**src/rtl/isqrt_shared_arbiter.sv**
```systemverilog
// Shared pipelined integer square root with round-robin requester arbitration,
// tag tracking and a credit-protected output FIFO.

// Fixed-latency (16-stage) pipelined 32-bit integer square root, one bit per stage.
module isqrt_pipe (
  input  logic        clk,
  input  logic        rst,
  input  logic        x_vld,
  input  logic [31:0] x,
  output logic        y_vld,
  output logic [15:0] y
);

  localparam int unsigned STAGES = 16;

  logic [STAGES-1:0] vld_q;
  logic [31:0]       rem_q  [STAGES];
  logic [15:0]       root_q [STAGES];

  // Cost of setting bit b on top of the partial root: (root + 2^b)^2 - root^2.
  function automatic logic [33:0] step_delta(input logic [15:0] root, input int unsigned b);
    return (34'(root) << (b + 1)) | (34'd1 << (2 * b));
  endfunction

  function automatic logic [15:0] step_root(input logic [31:0] rem, input logic [15:0] root,
                                            input int unsigned b);
    if (34'(rem) >= step_delta(root, b)) return root | (16'd1 << b);
    return root;
  endfunction

  function automatic logic [31:0] step_rem(input logic [31:0] rem, input logic [15:0] root,
                                           input int unsigned b);
    logic [33:0] delta;
    delta = step_delta(root, b);
    if (34'(rem) >= delta) return 32'(34'(rem) - delta);
    return rem;
  endfunction

  // Pipeline registers: stage k resolves root bit 15-k.
  always_ff @(posedge clk or posedge rst) begin
    if (rst) begin
      vld_q <= '0;
      for (int unsigned k = 0; k < STAGES; k++) begin
        rem_q[k]  <= '0;
        root_q[k] <= '0;
      end
    end else begin
      vld_q     <= {vld_q[STAGES-2:0], x_vld};
      rem_q[0]  <= step_rem(x, 16'd0, STAGES - 1);
      root_q[0] <= step_root(x, 16'd0, STAGES - 1);
      for (int unsigned k = 1; k < STAGES; k++) begin
        rem_q[k]  <= step_rem(rem_q[k-1], root_q[k-1], STAGES - 1 - k);
        root_q[k] <= step_root(rem_q[k-1], root_q[k-1], STAGES - 1 - k);
      end
    end
  end

  assign y_vld = vld_q[STAGES-1];
  assign y     = root_q[STAGES-1];

endmodule

// Register-based FIFO with an occupancy counter driving empty/full.
module flip_flop_fifo_with_counter #(
  parameter int unsigned W     = 8,
  parameter int unsigned DEPTH = 8
) (
  input  logic         clk,
  input  logic         rst,
  input  logic         push,
  input  logic [W-1:0] push_data,
  input  logic         pop,
  output logic [W-1:0] head,
  output logic         empty,
  output logic         full
);

  localparam int unsigned PW = (DEPTH > 1) ? $clog2(DEPTH) : 1;
  localparam int unsigned CW = $clog2(DEPTH + 1);

  logic [W-1:0]  mem_q [DEPTH];
  logic [PW-1:0] wr_q;
  logic [PW-1:0] rd_q;
  logic [CW-1:0] cnt_q;

  function automatic logic [PW-1:0] next_ptr(input logic [PW-1:0] p);
    return (p == PW'(DEPTH - 1)) ? '0 : p + PW'(1);
  endfunction

  // Storage, pointers and occupancy.
  always_ff @(posedge clk or posedge rst) begin
    if (rst) begin
      for (int unsigned k = 0; k < DEPTH; k++) mem_q[k] <= '0;
      wr_q  <= '0;
      rd_q  <= '0;
      cnt_q <= '0;
    end else begin
      if (push) begin
        mem_q[wr_q] <= push_data;
        wr_q        <= next_ptr(wr_q);
      end
      if (pop) rd_q <= next_ptr(rd_q);
      case ({push, pop})
        2'b10:   cnt_q <= cnt_q + CW'(1);
        2'b01:   cnt_q <= cnt_q - CW'(1);
        default: cnt_q <= cnt_q;
      endcase
    end
  end

  assign head  = mem_q[rd_q];
  assign empty = (cnt_q == '0);
  assign full  = (cnt_q == CW'(DEPTH));

endmodule

// Top: arbitrates requesters onto one isqrt and returns tagged results.
module isqrt_shared_arbiter #(
  parameter int unsigned N_REQ     = 4,
  parameter int unsigned OUT_DEPTH = 8
) (
  input  logic                     clk,
  input  logic                     rst,
  input  logic [N_REQ-1:0]         req_vld,
  input  logic [32*N_REQ-1:0]      req_x,
  output logic [N_REQ-1:0]         req_rdy,
  output logic                     res_vld,
  input  logic                     res_rdy,
  output logic [15:0]              res,
  output logic [$clog2(N_REQ)-1:0] res_id,
  output logic                     idle
);

  localparam int unsigned IDW = $clog2(N_REQ);
  localparam int unsigned CW  = $clog2(OUT_DEPTH + 1);
  localparam int unsigned RW  = 16 + IDW;

  logic [IDW-1:0] ptr_q;
  logic [CW-1:0]  cnt_q;
  logic [IDW-1:0] grant_id;
  logic           grant_any;
  logic           credit_ok;
  int unsigned    scan_idx;
  logic [31:0]    x_sel;
  logic           issue;
  logic           pop;
  logic           y_vld;
  logic [15:0]    y;
  logic [IDW-1:0] tag_head;
  logic           tag_empty;
  logic           tag_full;
  logic [RW-1:0]  out_head;
  logic           out_empty;
  logic           out_full;

  // Round-robin scan from ptr, gated by available credit.
  always_comb begin
    grant_any = 1'b0;
    grant_id  = '0;
    scan_idx  = 0;
    req_rdy   = '0;
    credit_ok = (cnt_q < CW'(OUT_DEPTH));
    for (int unsigned k = 0; k < N_REQ; k++) begin
      scan_idx = 32'(ptr_q) + k;
      if (scan_idx >= N_REQ) scan_idx = scan_idx - N_REQ;
      if (credit_ok && !grant_any && req_vld[IDW'(scan_idx)]) begin
        grant_any = 1'b1;
        grant_id  = IDW'(scan_idx);
      end
    end
    if (grant_any) req_rdy[grant_id] = 1'b1;
  end

  // Operand mux for the granted requester.
  always_comb begin
    x_sel = '0;
    for (int unsigned k = 0; k < N_REQ; k++) begin
      if (grant_id == IDW'(k)) x_sel = req_x[k*32 +: 32];
    end
  end

  assign issue = grant_any;
  assign pop   = res_vld & res_rdy;

  // Round-robin pointer and issued-but-not-consumed credit count.
  always_ff @(posedge clk or posedge rst) begin
    if (rst) begin
      ptr_q <= '0;
      cnt_q <= '0;
    end else begin
      if (issue) ptr_q <= (grant_id == IDW'(N_REQ - 1)) ? '0 : grant_id + IDW'(1);
      case ({issue, pop})
        2'b10:   cnt_q <= cnt_q + CW'(1);
        2'b01:   cnt_q <= cnt_q - CW'(1);
        default: cnt_q <= cnt_q;
      endcase
    end
  end

  isqrt_pipe u_isqrt (
    .clk   (clk),
    .rst   (rst),
    .x_vld (issue),
    .x     (x_sel),
    .y_vld (y_vld),
    .y     (y)
  );

  flip_flop_fifo_with_counter #(.W(IDW), .DEPTH(OUT_DEPTH)) u_tag_fifo (
    .clk       (clk),
    .rst       (rst),
    .push      (issue),
    .push_data (grant_id),
    .pop       (y_vld),
    .head      (tag_head),
    .empty     (tag_empty),
    .full      (tag_full)
  );

  flip_flop_fifo_with_counter #(.W(RW), .DEPTH(OUT_DEPTH)) u_out_fifo (
    .clk       (clk),
    .rst       (rst),
    .push      (y_vld),
    .push_data ({tag_head, y}),
    .pop       (pop),
    .head      (out_head),
    .empty     (out_empty),
    .full      (out_full)
  );

  assign res_vld = !out_empty;
  assign res     = out_head[15:0];
  assign res_id  = out_head[RW-1:16];
  assign idle    = (cnt_q == '0);

  a_tag_underflow: assert property (@(posedge clk) disable iff (rst) y_vld |-> !tag_empty);
  a_tag_overflow:  assert property (@(posedge clk) disable iff (rst) issue |-> !tag_full);
  a_out_overflow:  assert property (@(posedge clk) disable iff (rst) y_vld |-> !out_full);
  a_grant_onehot:  assert property (@(posedge clk) disable iff (rst) $onehot0(req_rdy));

endmodule

```
**config.mk**
```make
export PLATFORM = sky130hd
export DESIGN_NAME = isqrt_shared_arbiter
export DESIGN_NICKNAME = d
export VERILOG_FILES = /design/src/rtl/isqrt_shared_arbiter.sv
export SDC_FILE = /design/constraint.sdc
export NUM_CORES = 2
export LEC_CHECK = 0
export CAP_MARGIN = 15
export CORE_MARGIN = 2
export CORE_UTILIZATION = 30
export CTS_CLUSTER_SIZE = 10
export DETAILED_ROUTE_END_ITERATION = 10
export PLACE_DENSITY = 0.43
export SLEW_MARGIN = 20
export SYNTH_ARGS = -nofsm -noshare
export SYNTH_HDL_FRONTEND = slang
export SYNTH_SLANG_ARGS = --single-unit
export TNS_END_PERCENT = 5
```
**constraint.sdc**
```tcl
create_clock -name clk -period 31.8 [get_ports clk]
set_input_delay 6.36 -clock clk [delete_from_list [all_inputs] [get_ports clk]]
set_output_delay 6.36 -clock clk [all_outputs]
set_load 0.01 [all_outputs]
```
# Word level (Yosys, flattened, before mapping)
# Index checks and enable logic that the tools add are counted.
# totals
output_inout_bits	24
wordCells	278
in_bits	135
reg_bits	934
# op_classes
n_reduce_logical	19
n_bitwise	5
add_sub_neg	31
n_lt_le_gt_ge	33
n_mux	124
n_eq_ne	11
# ops
operator	count
2-to-1 mux 32 bit	34
2-to-1 mux 16 bit	32
bitwise mux 144 bit	1
binary-select mux 18 bit (select 3 bit)	1
demux 18 bit (select 3 bit)	1
2-to-1 mux 18 bit	3
greater-or-equal comparator 32 x 17 -> 1 bit	1
greater-or-equal comparator 32 x 18 -> 1 bit	1
greater-or-equal comparator 32 x 19 -> 1 bit	1
greater-or-equal comparator 32 x 20 -> 1 bit	1
greater-or-equal comparator 32 x 21 -> 1 bit	1
greater-or-equal comparator 32 x 22 -> 1 bit	1
greater-or-equal comparator 32 x 23 -> 1 bit	1
greater-or-equal comparator 32 x 24 -> 1 bit	1
greater-or-equal comparator 32 x 25 -> 1 bit	1
greater-or-equal comparator 32 x 26 -> 1 bit	1
greater-or-equal comparator 32 x 27 -> 1 bit	1
greater-or-equal comparator 32 x 28 -> 1 bit	1
greater-or-equal comparator 32 x 29 -> 1 bit	1
greater-or-equal comparator 32 x 30 -> 1 bit	1
greater-or-equal comparator 32 x 31 -> 1 bit	1
greater-or-equal comparator 32 x 31 -> 1 bit (second input constant)	1
subtractor 32 x 18 -> 32 bit	1
subtractor 32 x 19 -> 32 bit	1
other kinds (47)	133

# Depth between registers and ports, before layout
# logic_depth
depth_word	26
depth_mapped	24
ltp_nobuf	20

# Cells and area by module
# From an unflattened synthesis, not the netlist that was laid out.
# unflattened
hier_cells	3117
area_unflattened_um2	36939.2
# modules_own_cells
module	cells_per_inst	instances	area_each_um2	seq_area_each_um2
isqrt_pipe	2289	1	26593.0	15815.2
flip_flop_fifo_with_counter (u_out_fifo)	420	1	7179.4	3853.7
isqrt_shared_arbiter	304	1	1761.7	150.1
flip_flop_fifo_with_counter (u_tag_fifo)	104	1	1405.1	650.6

# Worst setup path before layout
# No wires, ideal clock.
# synth_path
path_kind	in2out
start	in req_vld[2]
end	out req_rdy[2]
required_ns	25.440
arrival_time_ns	8.651
path_stages	13
path_slack_ns	16.789
path_buffers	4
cell_sequence	nor2b_1 > a211oi_1 > a211o_1 > nor2b_1 > and2_1 > o31a_1 > clkbuf_1 > inv_1 > ha_1 > buf_4 > buf_2 > buf_1 > and2_1
# synth_between
elab_chain_cells	21
word_cells_on_any_way	32
classes_between	order compare (2); mux (19); reduce/logical (11)
# synth_lines
item	line	text
from (decl)	124	input logic [N_REQ-1:0] req_vld,
binary-select mux 1 bit (select 2 bit)	166	if (credit_ok && !grant_any && req_vld[IDW'(scan_idx)]) begin
2-to-1 mux 1 bit (implied by the code)	166	
logical AND 1 bit	166	
2-to-1 mux 1 bit	166	
zero test 1 bit	166	
logical AND 1 bit (2 in a row)	166	
2-to-1 mux 1 bit	166	
zero test 1 bit	166	
(+4 left out)	n/a	
logical AND 1 bit (2 in a row)	166	
2-to-1 mux 2 bit *	166	
named net grant_id[0]	140	logic [IDW-1:0] grant_id;
< comparator 2 x 3 -> 1 bit (implied by the code) / greater-or-equal comparator 2 x 1 -> 1 bit (equally long branches)	171	if (grant_any) req_rdy[grant_id] = 1'b1;
logical AND 1 bit (implied by the code)	171	
2-to-1 mux 1 bit (implied by the code)	171	
demux 1 bit (select 2 bit) *	171	
2-to-1 mux 4 bit *	171	
to (decl)	126	output logic [N_REQ-1:0] req_rdy,
# Mark *: on every way through the listed nets, which the timed path passes. The rest lies on a longest branch. The select of a mux whose other input is x is not followed.

# Final worst setup path
# layout_path
start	in req_vld[2]
end	out req_rdy[2]
# layout_between
elab_chain_cells	21
word_cells_on_any_way	32
classes_between	order compare (2); mux (19); reduce/logical (11)
# layout_lines
item	line
binary-select mux 1 bit (select 2 bit)	166
2-to-1 mux 1 bit (implied by the code)	166
logical AND 1 bit	166
2-to-1 mux 1 bit	166
zero test 1 bit	166
logical AND 1 bit (2 in a row)	166
2-to-1 mux 1 bit	166
zero test 1 bit	166
(+3 left out)	n/a
zero test 1 bit	166
logical AND 1 bit (2 in a row)	166
2-to-1 mux 2 bit	166
< comparator 2 x 3 -> 1 bit (implied by the code) / greater-or-equal comparator 2 x 1 -> 1 bit (equally long branches)	171
logical AND 1 bit (implied by the code)	171
2-to-1 mux 1 bit (implied by the code)	171
demux 1 bit (select 2 bit)	171
2-to-1 mux 4 bit *	171
# Mark *: on every way between the ends. The rest lies on a longest branch, timed or not. The select of a mux whose other input is x is not followed.

==> flow_metrics.py <==
metrics = {
    "critical_path": {
        "crit_path_cell_trace": "clkdlybuf4s50_1 > nor2b_1 > a211oi_1 > a211o_1 > nor2b_1 > and2_1 > o31a_1 > inv_1 > ha_2 > buf_4 > and2_1 > clkdlybuf4s50_1",
        "path_buf_inv": 4,
        "crit_type": "in -> out",
        "critical-path-max-stage-delay_ns": 0.55,
        "r2r_cells": 19,
        "cpMaxStageDelayCell": "clkdlybuf4s50_1",
        "start_kind": "primary input",
        "regToRegSetupSlack_ns": 26.60,
        "cp.arrival_ns": 9.90,
        "crit_fanout": 65,
        "critPathTopFamily": "buffers and inverters",
        "r2r_start": "ptr_q[0]",
        "crit_required_ns": 25.44,
        "r2r_end": "u_isqrt.rem_q[511]",
        "endpoint_kind": "output port",
    },
    "sta": {
        "report.final.slew_viol_count": 0,
        "skew_ns": 0.0264,
        "fin_crit_ns": 16.26,
        "setup_ws_ns": 15.54,
        "finalSetupViolCount": 0,
        "max_freq_mhz": 61.5,
        "worstMarginPinSlew_ns": 0.932,
        "fin_hold_ws_ns": 0.345,
        "rsz0062_at_grt": "false",
        "fin_crit_sh_pct": 51.1,
        "setup-tns-final_ns": 0,
        "slew_headroom_pct": 36.3,
        "hold_violations": 0,
    },
    "logic_synthesis": {
        "synth.most_common_cell": "dfrtp_1",
        "synthMuxAreaShare_pct": 9.20,
        "synth_cell_types": 88,
        "synth_compound_area_share_pct": 10.0,
        "synthAdderAreaFrac_pct": 5.92,
        "syn_inst": 3033,
        "synth_edf_count": 0,
        "synthSimpleGateAreaFrac_pct": 10.6,
        "syn_area_per_cell_um2": 11.9,
        "synth_top_area_cell": "dfrtp_1",
        "ys_seq_area_share_pct": 56.3,
        "yosys_register_bits": 814,
        "synth_flop_cell": "dfrtp_1",
        "synth.top_cells.by_count": "dfrtp_1 (814), inv_1 (219), mux2_2 (203)",
        "synthXorXnorAreaFrac_pct": 4.60,
        "synth.net_count": 3338,
        "yosys-top-cells-area": "dfrtp_1 (56%), mux2_2 (6.3%), ha_1 (5.8%)",
        "async_reset_ff_share_pct": 100,
        "synth_top_family_by_area": "simple AND/OR/NAND/NOR gates",
        "yosys_warnings": 0,
        "synth_top_area_share_pct": 56.3,
        "syn_area_um2": 36200,
    },
    "grt": {
        "overflow": 0,
        "grt_max_degree": 164,
        "antenna_found_initial": 6,
        "first_global_vias": 25500,
        "grt_pass1_wl_um": 139000,
        "grt_usage_pct": 14.1,
    },
    "drt": {
        "first_iter_violations": 1053,
        "wl_um": 85500,
        "viasPerCell": 4.79,
        "drc": 0,
        "wl_per_cell_um": 17.5,
        "ant_nets": 0,
        "vias": 23400,
        "drt_first_pass_iters": 5,
    },
    "power_and_ir_drop": {
        "cellPowerDensity_nw_per_um2": 111,
        "finalPower_uw": 4730,
        "total_leakage_power_uw": 0.0183,
        "ir_worst_vdd_mv": 0.0538,
    },
    "cts": {
        "clock-root-buffer": "clkbuf_16",
        "clockBufferDepth": 3,
        "cts.clk_slew.worst_paths_ns": 0.05,
        "cts_setup_buffers": 0,
        "clock-sinks": 814,
        "cts_buffers": 96,
        "cts_tree": "yes",
        "hold_buffers": 0,
        "cts_htree_levels": 3,
        "cts_resized": 0,
        "clk_latency_ns": 0.66,
    },
    "flow_run": {
        "maxCapViolCount": 0,
    },
    "floorplan": {
        "die_area_um2": 123000,
        "ios": 159,
        "fp.dieW_um": 351,
        "core_region_area_um2": 120000,
        "num_rows": 127,
        "die_y_um": 351,
        "initial_core_util_pct": 30.2,
    },
    "placed_design": {
        "place_inst": 4742,
        "port_buffers": 158,
        "hpwl_um": 62100,
        "post-place-ws_ns": 15.54,
        "gp_congestion": 0.876,
    },
    "hold_path": {
        "hold_start": "u_isqrt.vld_q[10]",
        "whs_endpoint": "u_isqrt.vld_q[11]",
        "hp-class": "reg -> reg",
        "hold_depth": 0,
    },
    "run_status": {
        "status": "finished clean",
    },
    "finish": {
        "fill_cells": 11800,
        "nets": 3534,
        "drive_gt1_share_pct": 13.3,
        "fin_cells": 4883,
        "area_growth_pct": 17.4,
    },
}
-- cells by family after synthesis --
| group | after synthesis |
|---|---|
| mux | 256 |
| flops | 814 |
| compound gates | 572 |
| buf+inv | 310 |
| simple gates | 721 |
| fa+ha+maj | 170 |
| xor+xnor | 190 |
-- cells in the final DEF (no fill, tap or decap), drive strengths merged, types with 72 or more instances in the layout --
cell	instances
dfrtp	814
o21ai	135
mux2	205
inv	227
ha	168
a21oi	194
clkdlybuf4s50	158
nand2	171
xor2	72
nor4	72
clkbuf	128
xnor2	118
nor2	146
-- worst register-to-register path, cell delays in order (launching register included) --
cell and delay [ns]:
dfrtp_1 0.59, nor2b_1 0.14, a211oi_1 0.23, a211o_1 0.19
nor2b_1 0.19, and2_1 0.14, o31a_1 0.44, ha_2 0.29
buf_4 0.46, nand3b_1 0.22, a21oi_1 0.07, a21oi_1 0.15
nor2_1 0.05, a21oi_1 0.27, ha_1 0.20, inv_1 0.04
or2_2 0.27, or4b_1 0.53, o41ai_4 0.44, mux2i_1 0.22
-- where the power goes --
part	leakage, uW	internal [uW]	total (uW)	switching, uW
logic	0.00778	893	1900	1010
clock network	0.00135	578	986	409
registers	0.00912	1500	1840	334
-- stage by stage --
stage | util [%] | area [um^2]
2_1_floorplan | - | 36200
3_3_place_gp | 33.1 | 39600
3_5_place_dp | 33.1 | 39600
4_1_cts | 35.4 | 42400
5_1_grt | 35.4 | 42400
6_report | 35.4 | 42400
-- registers in the layout, indices dropped and copies added, names as in the netlist --
| signal | cells |
|---|---|
| u_tag_fifo.wr_q | 3 |
| u_out_fifo.mem_q | 144 |
| u_out_fifo.rd_q | 3 |
| u_isqrt.vld_q | 16 |
| u_out_fifo.cnt_q | 4 |
| u_out_fifo.wr_q | 3 |
| u_isqrt.root_q | 120 |
| u_isqrt.rem_q | 480 |
| u_tag_fifo.rd_q | 3 |
| u_tag_fifo.mem_q | 16 |
| ptr_q | 2 |
| cnt_q | 4 |
| u_isqrt.y | 16 |
-- metal layers --
layer	global-route usage [%]	up-vias	routed length, um
met5	0	-	54
met4	4.44	8	2210
met3	2.72	157	3010
met2	26.1	370	44900
met1	16.3	11800	35300
li1	-	11100	-
-- area by class of cell --
| type | instances | area (um^2) | area share (%) |
|---|---|---|---|
| sequential | 814 | 20400 | 48.0 |
| multi-input combinational | 1909 | 14600 | 34.4 |
| clock buffer | 128 | 2670 | 6.28 |
| tap | 1612 | 2020 | 4.75 |
| timing repair buffer | 185 | 1820 | 4.29 |
| inverter | 223 | 847 | 2.00 |
| clock inverter | 10 | 104 | 0.245 |
| antenna | 2 | 5.00 | 0.0118 |
-- how the worst max path moves through the flow --
stage                           from    endpoint  slack [ns]  cells after the start
after global placement    req_vld[2]  req_rdy[2]       15.62                     12
after detailed placement  req_vld[2]  req_rdy[2]       15.54                     12
after global routing      req_vld[2]  req_rdy[3]       15.33                     11
final                     req_vld[2]  req_rdy[2]       15.54                     12
after CTS                 req_vld[2]  req_rdy[2]       15.53                     12
after floorplan                  rst    cnt_q[0]        2.58                      1
Note: power is estimated with default switching activity, not from simulation.
